## config.mk

```make
export PLATFORM = sky130hd
export DESIGN_NAME = uart_tx_fifo
export DESIGN_NICKNAME = d
export VERILOG_FILES = /design/src/rtl/uart_tx_fifo.sv
export SDC_FILE = /design/constraint.sdc
export NUM_CORES = 1
export LEC_CHECK = 0
export ABC_AREA = 0
export CAP_MARGIN = 20
export CORE_ASPECT_RATIO = 2
export CORE_UTILIZATION = 40
export CTS_CLUSTER_DIAMETER = 30
export DETAILED_ROUTE_END_ITERATION = 7
export DONT_BUFFER_PORTS = 1
export PLACE_DENSITY = 0.52
export SYNTH_ARGS = -nofsm -noshare
export SYNTH_HDL_FRONTEND = slang
export SYNTH_SLANG_ARGS = --single-unit
export TNS_END_PERCENT = 5
```

## constraint.sdc

```tcl
create_clock -name clock -period 4.2 [get_ports clock]
set_input_delay 1.26 -clock clock [delete_from_list [all_inputs] [get_ports clock]]
set_output_delay 1.26 -clock clock [all_outputs]
set_load 0.01 [all_outputs]
```

## src/rtl/uart_tx_fifo.sv

```systemverilog
// UART transmitter with a FIFO-fed frame engine: DATA_BITS 5..9, optional even/odd parity, 1 or 2 stop bits.
// Latency: a push into an empty idle block drives the start bit from the next edge; frames run back-to-back.
// Backpressure: ready drops while the FIFO is full or reset_n is low; the producer holds valid until accepted.
module uart_tx_fifo #(
    parameter int CLK_FREQ   = 12000000,
    parameter int BAUD       = 115200,
    parameter int DATA_BITS  = 8,
    parameter int PARITY     = 0,
    parameter int STOP_BITS  = 1,
    parameter int FIFO_DEPTH = 4
) (
    input  logic                          clock,
    input  logic                          reset_n,
    input  logic [DATA_BITS-1:0]          data,
    input  logic                          valid,
    output logic                          ready,
    output logic                          tx,
    output logic                          busy,
    output logic [$clog2(FIFO_DEPTH):0]   fifo_count
);

    localparam int DIV   = CLK_FREQ / BAUD;
    localparam int DIV_W = (DIV > 2) ? $clog2(DIV) : 1;
    localparam int PTR_W = $clog2(FIFO_DEPTH);
    localparam int CNT_W = PTR_W + 1;
    localparam int BIT_W = 4;

    if (DIV < 2 || DATA_BITS < 5 || DATA_BITS > 9 || PARITY < 0 || PARITY > 2 ||
        (STOP_BITS != 1 && STOP_BITS != 2) || FIFO_DEPTH < 2 ||
        (FIFO_DEPTH & (FIFO_DEPTH - 1)) != 0) begin : g_bad_params
        $error("uart_tx_fifo: illegal parameter combination");
    end

    typedef enum logic [2:0] {
        S_IDLE,
        S_START,
        S_DATA,
        S_PARITY,
        S_STOP
    } state_t;

    state_t               state;
    logic [DIV_W-1:0]     div_cnt;
    logic [BIT_W-1:0]     bit_cnt;
    logic [DATA_BITS-1:0] shift;
    logic                 par_bit;

    logic [DATA_BITS-1:0] mem [FIFO_DEPTH];
    logic [PTR_W-1:0]     wr_ptr;
    logic [PTR_W-1:0]     rd_ptr;
    logic [CNT_W-1:0]     count;
    logic [DATA_BITS-1:0] head;
    logic                 push;
    logic                 pop;
    logic                 period_end;
    logic                 last_stop;
    logic                 fifo_nonempty;

    assign head          = mem[rd_ptr];
    assign fifo_nonempty = (count != '0);
    assign ready         = reset_n && (count != CNT_W'(FIFO_DEPTH));
    assign push          = valid && ready;
    assign period_end    = (div_cnt == DIV_W'(DIV - 1));
    assign last_stop     = (bit_cnt == BIT_W'(STOP_BITS - 1));
    // The head leaves the FIFO either from idle or exactly at the last stop-bit edge,
    // so a queued word follows the previous stop bit with no idle cycle.
    assign pop           = fifo_nonempty &&
                           ((state == S_IDLE) || (state == S_STOP && period_end && last_stop));
    assign busy          = (state != S_IDLE) || fifo_nonempty;
    assign fifo_count    = count;

    always_ff @(posedge clock) begin
        if (push) begin
            mem[wr_ptr] <= data;
        end
    end

    always_ff @(posedge clock) begin
        if (!reset_n) begin
            wr_ptr <= '0;
            rd_ptr <= '0;
            count  <= '0;
        end else begin
            if (push) begin
                wr_ptr <= wr_ptr + PTR_W'(1);
            end
            if (pop) begin
                rd_ptr <= rd_ptr + PTR_W'(1);
            end
            case ({push, pop})
                2'b10:   count <= count + CNT_W'(1);
                2'b01:   count <= count - CNT_W'(1);
                default: count <= count;
            endcase
        end
    end

    always_ff @(posedge clock) begin
        if (!reset_n) begin
            state   <= S_IDLE;
            tx      <= 1'b1;
            div_cnt <= '0;
            bit_cnt <= '0;
            shift   <= '0;
            par_bit <= 1'b0;
        end else begin
            case (state)
                S_IDLE: begin
                    tx <= 1'b1;
                end
                S_START: begin
                    if (period_end) begin
                        div_cnt <= '0;
                        bit_cnt <= '0;
                        state   <= S_DATA;
                        tx      <= shift[0];
                    end else begin
                        div_cnt <= div_cnt + DIV_W'(1);
                    end
                end
                S_DATA: begin
                    if (period_end) begin
                        div_cnt <= '0;
                        if (bit_cnt == BIT_W'(DATA_BITS - 1)) begin
                            bit_cnt <= '0;
                            if (PARITY != 0) begin
                                state <= S_PARITY;
                                tx    <= par_bit;
                            end else begin
                                state <= S_STOP;
                                tx    <= 1'b1;
                            end
                        end else begin
                            bit_cnt <= bit_cnt + BIT_W'(1);
                            shift   <= shift >> 1;
                            tx      <= shift[1];
                        end
                    end else begin
                        div_cnt <= div_cnt + DIV_W'(1);
                    end
                end
                S_PARITY: begin
                    if (period_end) begin
                        div_cnt <= '0;
                        bit_cnt <= '0;
                        state   <= S_STOP;
                        tx      <= 1'b1;
                    end else begin
                        div_cnt <= div_cnt + DIV_W'(1);
                    end
                end
                S_STOP: begin
                    if (period_end) begin
                        div_cnt <= '0;
                        if (last_stop) begin
                            bit_cnt <= '0;
                            state   <= S_IDLE;
                            tx      <= 1'b1;
                        end else begin
                            bit_cnt <= bit_cnt + BIT_W'(1);
                        end
                    end else begin
                        div_cnt <= div_cnt + DIV_W'(1);
                    end
                end
                default: begin
                    state <= S_IDLE;
                    tx    <= 1'b1;
                end
            endcase

            // Frame load overrides the state-case assignments above on a pop edge.
            if (pop) begin
                shift   <= head;
                par_bit <= (PARITY == 2) ? ~^head : ^head;
                div_cnt <= '0;
                bit_cnt <= '0;
                state   <= S_START;
                tx      <= 1'b0;
            end
        end
    end

endmodule

```

After elaboration in Yosys (flattened, before gate mapping)
Memory sizes are Yosys's and may differ from the RTL's. A register that Yosys moved wholly into a read port is not among the register bits.
Cells that the tools add are included.
Word-level totals
  RAM bits: 32
  memories: 1
  output and inout bits: 6
  flip-flop bits (word level): 30
Memories
  mem: depth 4, bits a word 8, read ports 1, clocked after memory_dff 1, wr ports 1, RTL line 48  | logic [DATA_BITS-1:0] mem [FIFO_DEPTH];
Operators by class
  eq/ne operators: 24
  bitwise operators: 2
  multiplexer cells: 32
  reduce and logical (&&, ||, !) cells: 23
  add/sub/neg operators: 6
Operators by type and width (number)
  $mux W8: 4
  $ne A3 B3 Y1 const B: 7
  $mux W4: 5
  $mux W3: 6
  $ne A2 B2 Y1 const B: 8
  $pmux W3 S5: 1
  $reduce_and A7 Y1: 2
  $pmux W4 S3: 1
  $mux W1: 10
  $reduce_bool A3 Y1: 3
  $add A7 B1 Y7 const B: 1
  $eq A7 B7 Y1 const B: 1
  $mux W7: 1
  $eq A3 B2 Y1 const B: 2
  $pmux W3 S2: 1
  $reduce_bool A2 Y1: 3
  $logic_and A1 B1 Y1: 5
  $reduce_and A5 Y1: 1
  $add A2 B1 Y2 const B: 2
  $add A4 B1 Y4 const B: 1
  $eq A4 B3 Y1 const B: 1
  $logic_not A4 Y1: 1
  $mux W2: 2
  $pmux W1 S4: 1
  14 further kinds: 17

Longest topological paths before layout
Gate-level depths: netlist of the first run.
  word-level depth: 7
  depth in mapped cells: 13
  depth with buffers taken out: 12

Least setup slack after synthesis of the first run
Ideal clock, no wire load.
  path type: input-to-reg
  start: in reset_n
  end: reg count[2] (netlist: fifo_count[2])
  path slack: 1.256 ns
  arrival time: 2.873 ns
  stages: 10
  library setup time: 0.071 ns
  required time: 4.129 ns
  cells stage by stage: inv_1 a31oi_1 and2_1 inv_1 ha_1 inv_1 fa_1 xor2_1 or3_1 a21oi_1
Between the ends
  longest elaborated chain between the ends: 4
RTL lines
  from (decl): RTL line 13  | input logic reset_n,
  $logic_and A1 B1 Y1 *: RTL line 61  | assign ready = reset_n && (count != CNT_W'(FIFO_DEPTH));
  via ready: RTL line 16  | output logic ready,
  $logic_and A1 B1 Y1 *: RTL line 62  | assign push = valid && ready;
  $eq A2 B1 Y1 or $eq A2 B2 Y1 (tied branches): RTL line 90  | case ({push, pop})
  $pmux W3 S2 or $reduce_bool A2 Y1 (tied branches)
  to (signal assigned): RTL line 91  | 2'b10: count <= count + CNT_W'(1);
  to (signal assigned): RTL line 92  | 2'b01: count <= count - CNT_W'(1);
  to (signal assigned): RTL line 93  | default: count <= count;
  to (decl): RTL line 51  | logic [CNT_W-1:0] count;
Mark *: on every way through the listed nets, which the timed path passes. The rest lies on a longest branch.
A chain may end at the register's enable or synchronous reset.

Worst setup path after layout of the first run
  start: reg bit_cnt[0]
  end: reg count[2] (netlist: fifo_count[2])
Between the ends
  longest elaborated chain between the ends: 6
RTL lines
  from (decl): RTL line 44  | logic [BIT_W-1:0] bit_cnt;
  from (signal assigned): RTL line 134  | bit_cnt <= bit_cnt + BIT_W'(1);
  from (signal assigned): RTL line 160  | bit_cnt <= bit_cnt + BIT_W'(1);
  $logic_not A4 Y1 *: RTL line 64  | assign last_stop = (bit_cnt == BIT_W'(STOP_BITS - 1));
  $logic_and A1 B1 Y1 *: RTL line 68  | ((state == S_IDLE) || (state == S_STOP && period_end && last_stop));
  $logic_or A1 B1 Y1 *: RTL line 68
  $logic_and A1 B1 Y1 *: RTL line 67  | assign pop = fifo_nonempty &&
  $eq A2 B1 Y1 or $eq A2 B2 Y1 (tied branches): RTL line 90
  $pmux W3 S2 or $reduce_bool A2 Y1 (tied branches)
Every way passes the cells marked *; elsewhere a longest branch is shown, timed or not.

==> results of run 1 <==
## flip-flops by register name (all words and copies together) (netlist names), named ones only
name / flops
mem: 32
wr_ptr: 2
div_cnt: 7
rd_ptr: 2
tx: 1
fifo_count: 3
shift: 8
state: 3
bit_cnt: 4
## cell families (layout without fill, tap and decap cells)
logic type,count (synthesis),in the layout,synth area share (%)
mux,8,8,6.28
compound gates,44,44,10.4
buf+inv,26,34,4.01
fa+ha+maj,9,9,4.18
flops,64,64,55.8
simple gates,92,92,15.7
xor+xnor,11,11,3.62
## worst max-delay path: cells and delay by family (launching register included)
kind / cells / cell delay [ps]
simple gates: 3 / 960
flops: 1 / 350
xor+xnor: 1 / 160
buf+inv: 3 / 270
compound gates: 2 / 390
fa+ha+maj: 3 / 770
## layout by cell type (no fill, tap or decap), types with 2 or more instances in the layout
master	Yosys	routed
nor3_1	11	11
xor2_1	8	8
dfxtp_1	32	32
nand4_1	2	2
o21ai_0	6	6
nand3_1	10	10
nand2_1	21	21
clkbuf_16	0	9
nand2b_1	2	2
xnor2_1	2	2
nor2_1	25	25
ha_1	8	8
a21oi_1	14	14
mux4_2	8	8
o31ai_1	2	2
clkinv_4	0	4
nor2b_1	2	2
buf_4	1	3
inv_1	15	15
a22oi_1	5	5
o221ai_1	3	3
nand3b_1	2	2
or3_1	2	2
and3_1	5	5
a31oi_1	7	7
edfxtp_1	32	32
or4_1	3	3
## per-layer routing
layer	wire (um)	part of all wire (%)
met1	2180	38
met2	3280	57
met3	127	2.2
met4	206	3.6
met5	0	0
## path summary, 6_finish.rpt
kind / startpoint / endpoint / slack, ps / depth (start not counted)
min reg2reg: shift[5]$_SDFFE_PN0P_ / shift[4]$_SDFFE_PN0P_ / 460 / 2
max reg2reg: bit_cnt[0]$_SDFFE_PP0P_ / fifo_count[2]$_SDFFE_PN0P_ / 1240 / 12
max: bit_cnt[0]$_SDFFE_PP0P_ / fifo_count[2]$_SDFFE_PN0P_ / 1240 / 12
min: shift[5]$_SDFFE_PN0P_ / shift[4]$_SDFFE_PN0P_ / 460 / 2
## cell type report
cell class / count / share of cell area (%)
clock inverter: 6 / 1.44
inverter: 15 / 1.75
clock buffer: 10 / 7.11
tap: 90 / 3.50
sequential: 64 / 49.7
multi-input combinational: 164 / 35.8
timing repair buffer: 3 / 0.699
## power by group
group | leakage, nW | total (mW) | switching, mW | internal (mW)
logic | 0.441 | 0.460 | 0.265 | 0.196
registers | 0.552 | 0.830 | 0.0900 | 0.740
clock network | 0.130 | 0.674 | 0.273 | 0.401
## through the flow
| step | util (%) | std cells | hold slack [ps] |
|---|---|---|---|
| final | 46.4 | 352 | 457 |
| after global routing | 46.4 | 352 | 483 |
| after CTS | 46.4 | 352 | 456 |
| after detailed placement | 42.5 | 336 | 449 |
| after global placement | 42.5 | 336 | 440 |
| after floorplan | - | 254 | 430 |
==> metrics.sh, run 1 <==
SYNTH.TOP_CELLS.BY_COUNT='32 x dfxtp_1, 32 x edfxtp_1, 25 x nor2_1'
POST-PLACE-WS_PS=1120
ANTENNA_CELLS=0
WORST_HOLD_PATH_TYPE='reg2reg'
WORSTMARGINPINSLEW_PS=571
TIMING.FINAL.HOLD_VIOLATIONS=0
GLOBALROUTETOTALUTIL_PCT=18.1
POST-ROUTE-PERIOD-UTIL_PCT=70.4
FILLER_CELLS_INSERTED=628
SETUP.WORST_PATH.CLASS='reg2reg'
WORST-ENDPOINT-ARRIVAL_PS=3220
CTSLONGESTPATHBUFFERS=2
DRT.ANTENNA.VIOLATING_NETS=0
NUMBER_OF_BUFFERS_INSERTED_DURING_CLOCK_TREE_SYNTHESIS=9
MULTIINPUTGATEAREA_MM2=0.00115
NETLIST_AREA_MM2=0.00287
GROUTE.LAYER.MET1.USAGE_PCT=18.1
FF_LATCH_AREA_MM2=0.00160
STATUS='finished clean'
INITIAL_CORE_UTIL_PCT=41.4
SYNTH-MAIN-FF-CELL='edfxtp_1'
SLOWEST_STAGE='or3b_4'
ROUTED-VIA-COUNT=1881
NETS=277
FINAL_AREA_MM2=0.00322
GRT_FIRST_PASS_WIRELENGTH_UM=9420
GP_CONGESTION=0.851
ROUTED_WIRELENGTH_UM=5800
TOTAL_LEAKAGE_POWER_nW=1.12
GRT-BUSIEST-LAYER='met2'
CLKLATENCYLATEPIN_PS=320
SLEW_VIOL_FINAL=0
SYNTH-WARNING-COUNT=0
FIRST_GLOBAL_VIAS=1956
TIMING.FMAX_GHz=0.338
NUMBER_OF_ANTENNA_VIOLATIONS_AT_THE_FIRST_CHECK_IN_GLOBAL_ROUTING=0
FIRST_PASS_ITERS=4
LAYOUT_CELL_SHARE_WITH_DRIVE_STRENGTH_BEYOND_1_PCT=11.5
SYN_TO_FINAL_GROWTH_PCT=12.2
CRITPATHMAXSTAGEDELAY_PS=430
GRT_UTIL_MET2_PCT=31.9
GLOBALROUTEMET3UTIL_PCT=3.08
NETLIST-CELL-TYPE-COUNT=44
CORE_REGION_AREA_MM2=0.00694
WIRE_PER_INST_UM=16.5
POST_CTS.RESIZED_INSTANCES=0
CTS-HOLD-FIX-BUFFERS=0
WORST_SLEW_MARGIN_REL_PCT=61.9
DIE_AREA_MM2=0.00754
CRIT_PATH_CELL_TRACE='inv_1 > ha_1 > or3b_4 > o41ai_4 > nand2_2 > inv_1 > ha_1 > inv_1 > fa_1 > xor2_1 > or3_1 > a21oi_1'
SYNTH_ENABLE_FLOP_CELLS=32
DETAILEDROUTE.FIRSTITERATIONVIOLATIONS=50
CLOCK_TREE_FROM_TRITONCTS='built'
FINALWORSTSETUPSLACK_PS=1240
POWER_DENSITY_mW_PER_MM2=610
PERIOD_MINUS_SLACK_PS=2960
POST-CTS-SETUP-BUFFER-COUNT=0
TOTALPOWERFINAL_mW=1.96
TNS_PS=0
CLOCK_SKEW_PS=5.93
SHARE_OF_FLIP_FLOPS_WITH_AN_ASYNCHRONOUS_SET_OR_RESET_AFTER_SYNTHESIS_PCT=0
DIE_WIDTH_UM=61.9
DIE_H_UM=122
CLOCK-ROOT-BUFFER='clkbuf_16'
SYNTH_SEQUENTIAL_AREA_RATIO_PCT=55.8
CRITICAL_PATH_REQUIRED_PS=4460
NETS_IN_THE_SYNTHESIZED_NETLIST=274
STARTPOINT_TYPE='flop'
REMAINING_DRC_ERRORS=0
NUMPORTBUFFERS=0
GRT_MAX_DEGREE=15
YS_SEQ_ELEMENTS=64
CRITICAL_PATH.ENDPOINT_TYPE='flop'
CELL_ROW_COUNT=43
VIAS_CELL=5.34
DP.FINAL_HPWL_UM=4210
PLACED_CELL_AREA_MM2=0.00295
LIBRARY_CELL_WITH_THE_LARGEST_SUMMED_AREA_AFTER_SYNTHESIS='edfxtp_1'
SYN_AREA_PER_CELL_UM2=11.3
CTSHTREEMAXLEVEL=3
FLOORPLAN.IO_PINS=17
POST_SYNTH_MAIN_AREA_CONTRIBUTORS='edfxtp_1 33%, dfxtp_1 22%, mux4_2 6.3%, ha_1 3.5%, nor2_1 3.3%'
INSTANCE_COUNT_OF_THE_MAPPED_NETLIST=254
VDD.IR_DROP.WORST_V=0.000384
WORST_PATH_MOST_REPEATED_CELL='inv_1'
WORST_SETUP_HOLD_PATH_CLK_SLEW_PS=60
CTS.SINK_COUNT=64
DRV.MAX_CAP_VIOLATION_COUNT=0
YOSYSTOPAREACELLSHARE_PCT=33.5
FINALSETUPVIOLCOUNT=0
SETUP_REPAIR_AFTER_GLOBAL_ROUTING_MISSED_ITS_MARGIN='no'
OVERFLOW=0
CP_MAX_FO=14
Note: power is estimated with default switching activity, not from simulation.
==> run 2: changes to the inputs <==
==> constraint.sdc (replaced) <==
create_clock -name clock -period 2.73 [get_ports clock]
set_input_delay 0.819 -clock clock [delete_from_list [all_inputs] [get_ports clock]]
set_output_delay 0.819 -clock clock [all_outputs]
set_load 0.01 [all_outputs]
==> metrics.sh, run 2 (synthesized netlist as in run 1, its figures left out) <==
MOSTFREQUENTLAYOUTCELLS='32 x dfxtp_1, 32 x edfxtp_1, 25 x nor2_1'
FINAL_AREA_MM2=0.00332  # +3.1%
VDD.IR_DROP.WORST_V=0.000485  # +26%
NUMPORTBUFFERS=0  # unchanged
GATE_POWER_SHARE_PCT=24.0  # +0.6 points
GP_CONGESTION=0.853  # +0.31%
REGTOREGSTARTPOINT='bit_cnt[0]$_SDFFE_PP0P_'
CLOCK-ROOT-BUFFER='clkbuf_16'
CTSHTREEMAXLEVEL=3  # unchanged
TIMING.FMAX_GHz=0.391  # +15%
STARTPOINT_TYPE='flop'
CLOCK_SKEW_PS=4.44  # -1.48 ps
TIMING.FINAL.HOLD_VIOLATIONS=0  # unchanged
INT_PWR_mW=2.29  # +71%
STATUS='finished clean'
WORST_SLEW_MARGIN_REL_PCT=62.1  # +0.29 points
POWER_DENSITY_mW_PER_MM2=980  # +61%
NETS=283  # +2.2%
FLOORPLAN.IO_PINS=17  # unchanged
CLOCK_NETWORK_FRACTION_OF_TOTAL_POWER_PCT=36.8  # +2.5 points
DETAILEDROUTE.FIRSTITERATIONVIOLATIONS=59  # +18%
DIE_WIDTH_UM=61.9  # unchanged
ROUTED-VIA-COUNT=1918  # +2.0%
DIE_H_UM=122  # unchanged
CELL_ROW_COUNT=43  # unchanged
FF2FF_PATH_DEPTH=12  # unchanged
CORE_REGION_AREA_MM2=0.00694  # unchanged
WORST_SETUP_HOLD_PATH_CLK_SLEW_PS=50  # about the same
OVERFLOW=0  # unchanged
WIRE_PER_INST_UM=15.8  # -3.8%
DRV.MAX_CAP_VIOLATION_COUNT=0  # unchanged
PERIOD_MINUS_SLACK_PS=2560  # -396 ps
TOTAL_LEAKAGE_POWER_nW=1.17  # +4.0%
SHARE_SEQ_OF_TOTAL_POWER_PCT=39.2  # -3.1 points
NET-SWITCHING-POWER_uW=968  # +54%
LARGESTREGISTERS='mem: 32 flops, shift: 8 flops, div_cnt: 7 flops'
PLACED_CELL_AREA_MM2=0.00301  # +2.1%
INITIAL_CORE_UTIL_PCT=41.4  # unchanged
WORST-ENDPOINT-ARRIVAL_PS=2820  # -400 ps
CRITICAL_PATH.ENDPOINT_TYPE='flop'
TNS_PS=0  # unchanged
VIAS_CELL=5.36  # +0.26%
FIRST_GLOBAL_VIAS=1953  # -0.15%
CTSLONGESTPATHBUFFERS=2  # unchanged
CRITICAL_PATH.STARTPOINT='bit_cnt[0]$_SDFFE_PP0P_'
WORST_HOLD_PATH_TYPE='reg2reg'
WORST_PATH_MOST_REPEATED_CELL='inv_1'
CRITICAL_PATH_REQUIRED_PS=2990  # -1470 ps
SWITCH_SHARE_PCT=29.7  # -2.2 points
LARGEST_REG_FLOPS=32  # unchanged
CRIT_PATH_CELL_TRACE='inv_1 > ha_2 > or3b_4 > o41ai_4 > nand2_2 > inv_2 > ha_4 > inv_1 > fa_2 > xor2_1 > or3_1 > a21oi_1'
FIRST_PASS_ITERS=4  # unchanged
LAYOUT_CELL_SHARE_WITH_DRIVE_STRENGTH_BEYOND_1_PCT=14.9  # +3.5 points
CLOCK_TREE_FROM_TRITONCTS='built'
HOLD-PATH-CELL-COUNT=2  # unchanged
GRT_FIRST_PASS_WIRELENGTH_UM=9230  # -2.0%
GLOBALROUTETOTALUTIL_PCT=17.8  # -0.32 points
CP_MAX_FO=3  # -11
POST-CTS-SETUP-BUFFER-COUNT=0  # unchanged
FILLER_CELLS_INSERTED=626  # -0.32%
SETUP_REPAIR_AFTER_GLOBAL_ROUTING_MISSED_ITS_MARGIN='no'
DP.FINAL_HPWL_UM=4130  # -1.9%
POST-ROUTE-PERIOD-UTIL_PCT=93.8  # +23 points
MIN_FROM='shift[0]$_SDFFE_PN0P_'
SYN_TO_FINAL_GROWTH_PCT=15.7
ROUTED_WIRELENGTH_UM=5670  # -2.2%
CTS.SINK_COUNT=64  # unchanged
CLKLATENCYLATEPIN_PS=330  # about the same
SLOWEST_STAGE='or3b_4'
DIE_AREA_MM2=0.00754  # unchanged
WHS_PS=463  # +5.75 ps
NUMBER_OF_ANTENNA_VIOLATIONS_AT_THE_FIRST_CHECK_IN_GLOBAL_ROUTING=0  # unchanged
NUMBER_OF_BUFFERS_INSERTED_DURING_CLOCK_TREE_SYNTHESIS=9  # unchanged
SETUP.WORST_PATH.CLASS='reg2reg'
CRITPATHMAXSTAGEDELAY_PS=410  # -20 ps
REMAINING_DRC_ERRORS=0  # unchanged
WORSTMARGINPINSLEW_PS=567  # -4.34 ps
GRT_MAX_DEGREE=14  # -1
SLEW_VIOL_FINAL=0  # unchanged
FINALSETUPVIOLCOUNT=0  # unchanged
TOP_REGISTER='mem'
ANTENNA_CELLS=0  # unchanged
DRT.ANTENNA.VIOLATING_NETS=0  # unchanged
## run 2: cell count changes in the layout (fill, tap and decap cells not counted), sizes merged
cell and change:
bufinv +2, buf +6, clkinvlp +1, clkinv -3
## run 2: power groups by stage
stage               registers (mW)  logic, mW  clock network (mW)
global placement              1.30      0.785                   0
finish                        1.27      0.782                1.20
detailed placement            1.30      0.787                   0
global route                  1.30      0.870                1.27
floorplan                     1.22      0.678                   0
CTS                           1.28      0.793                1.23
## run 2: stage by stage
stage	std cells	util, %	worst slack, ps	power [mW]
2_1_floorplan	254	-	33.8	1.90
3_3_place_gp	342	43.4	154	2.09
3_5_place_dp	342	43.4	82.3	2.09
4_1_cts	358	47.9	72.8	3.30
5_1_grt	358	47.9	1.45	3.44
6_report	358	47.9	170	3.26
## run 2: layer usage
metal / vias to the layer above / GRT usage (%) / share of wire (%)
met4: 0 / 9.17 / 2.6
li1: 949 / - / -
met5: - / 0 / 0
met3: 14 / 5.63 / 3.1
met2: 30 / 32.2 / 57
met1: 925 / 16.6 / 37
## run 2: repair_timing
item | 4_1_cts | 5_1_grt
gates resized for setup | 0 | 0
setup endpoints to repair | 0 | 1
hold buffers | 0 | 0
## run 2: area by class of cell
class                           instances  area (um2)  area share, %
Tap cell                               90         113           3.39
Multi-Input combinational cell        164        1170           35.3
Clock inverter                          6        83.8           2.52
Inverter                               15        56.3           1.69
Clock buffer                           10         229           6.89
Timing Repair Buffer                    9        67.6           2.03
Sequential cell                        64        1600           48.2
## run 2: worst max-delay path, delay by kind of cell (launching register included)
family / cells / cell delay [ps]
AOI/OAI and AO/OA: 2 / 390
xor gates and xnor gates: 1 / 150
DFF: 1 / 310
buffers and inverters: 3 / 190
adders and majority gates: 3 / 650
and+or+nand+nor: 3 / 810
## run 2: final timing paths
| path | to | slack, ps |
|---|---|---|
| max | fifo_count[2]$_SDFFE_PN0P_ | 170 |
| min | shift[0]$_SDFFE_PN0P_ | 460 |
| max reg2reg | fifo_count[2]$_SDFFE_PN0P_ | 170 |
| min reg2reg | shift[0]$_SDFFE_PN0P_ | 460 |
==> run 3: changes to the inputs <==
--- a/config.mk
+++ b/config.mk
@@ -6,6 +6,7 @@
 export NUM_CORES = 1
 export LEC_CHECK = 0
 export ABC_AREA = 0
+export ABC_CLOCK_PERIOD_IN_PS = 2730
 export CAP_MARGIN = 20
 export CORE_ASPECT_RATIO = 2
 export CORE_UTILIZATION = 40
==> results of run 3 <==
Same layout as run 2: the final DEF is identical, and so are final timing and power.
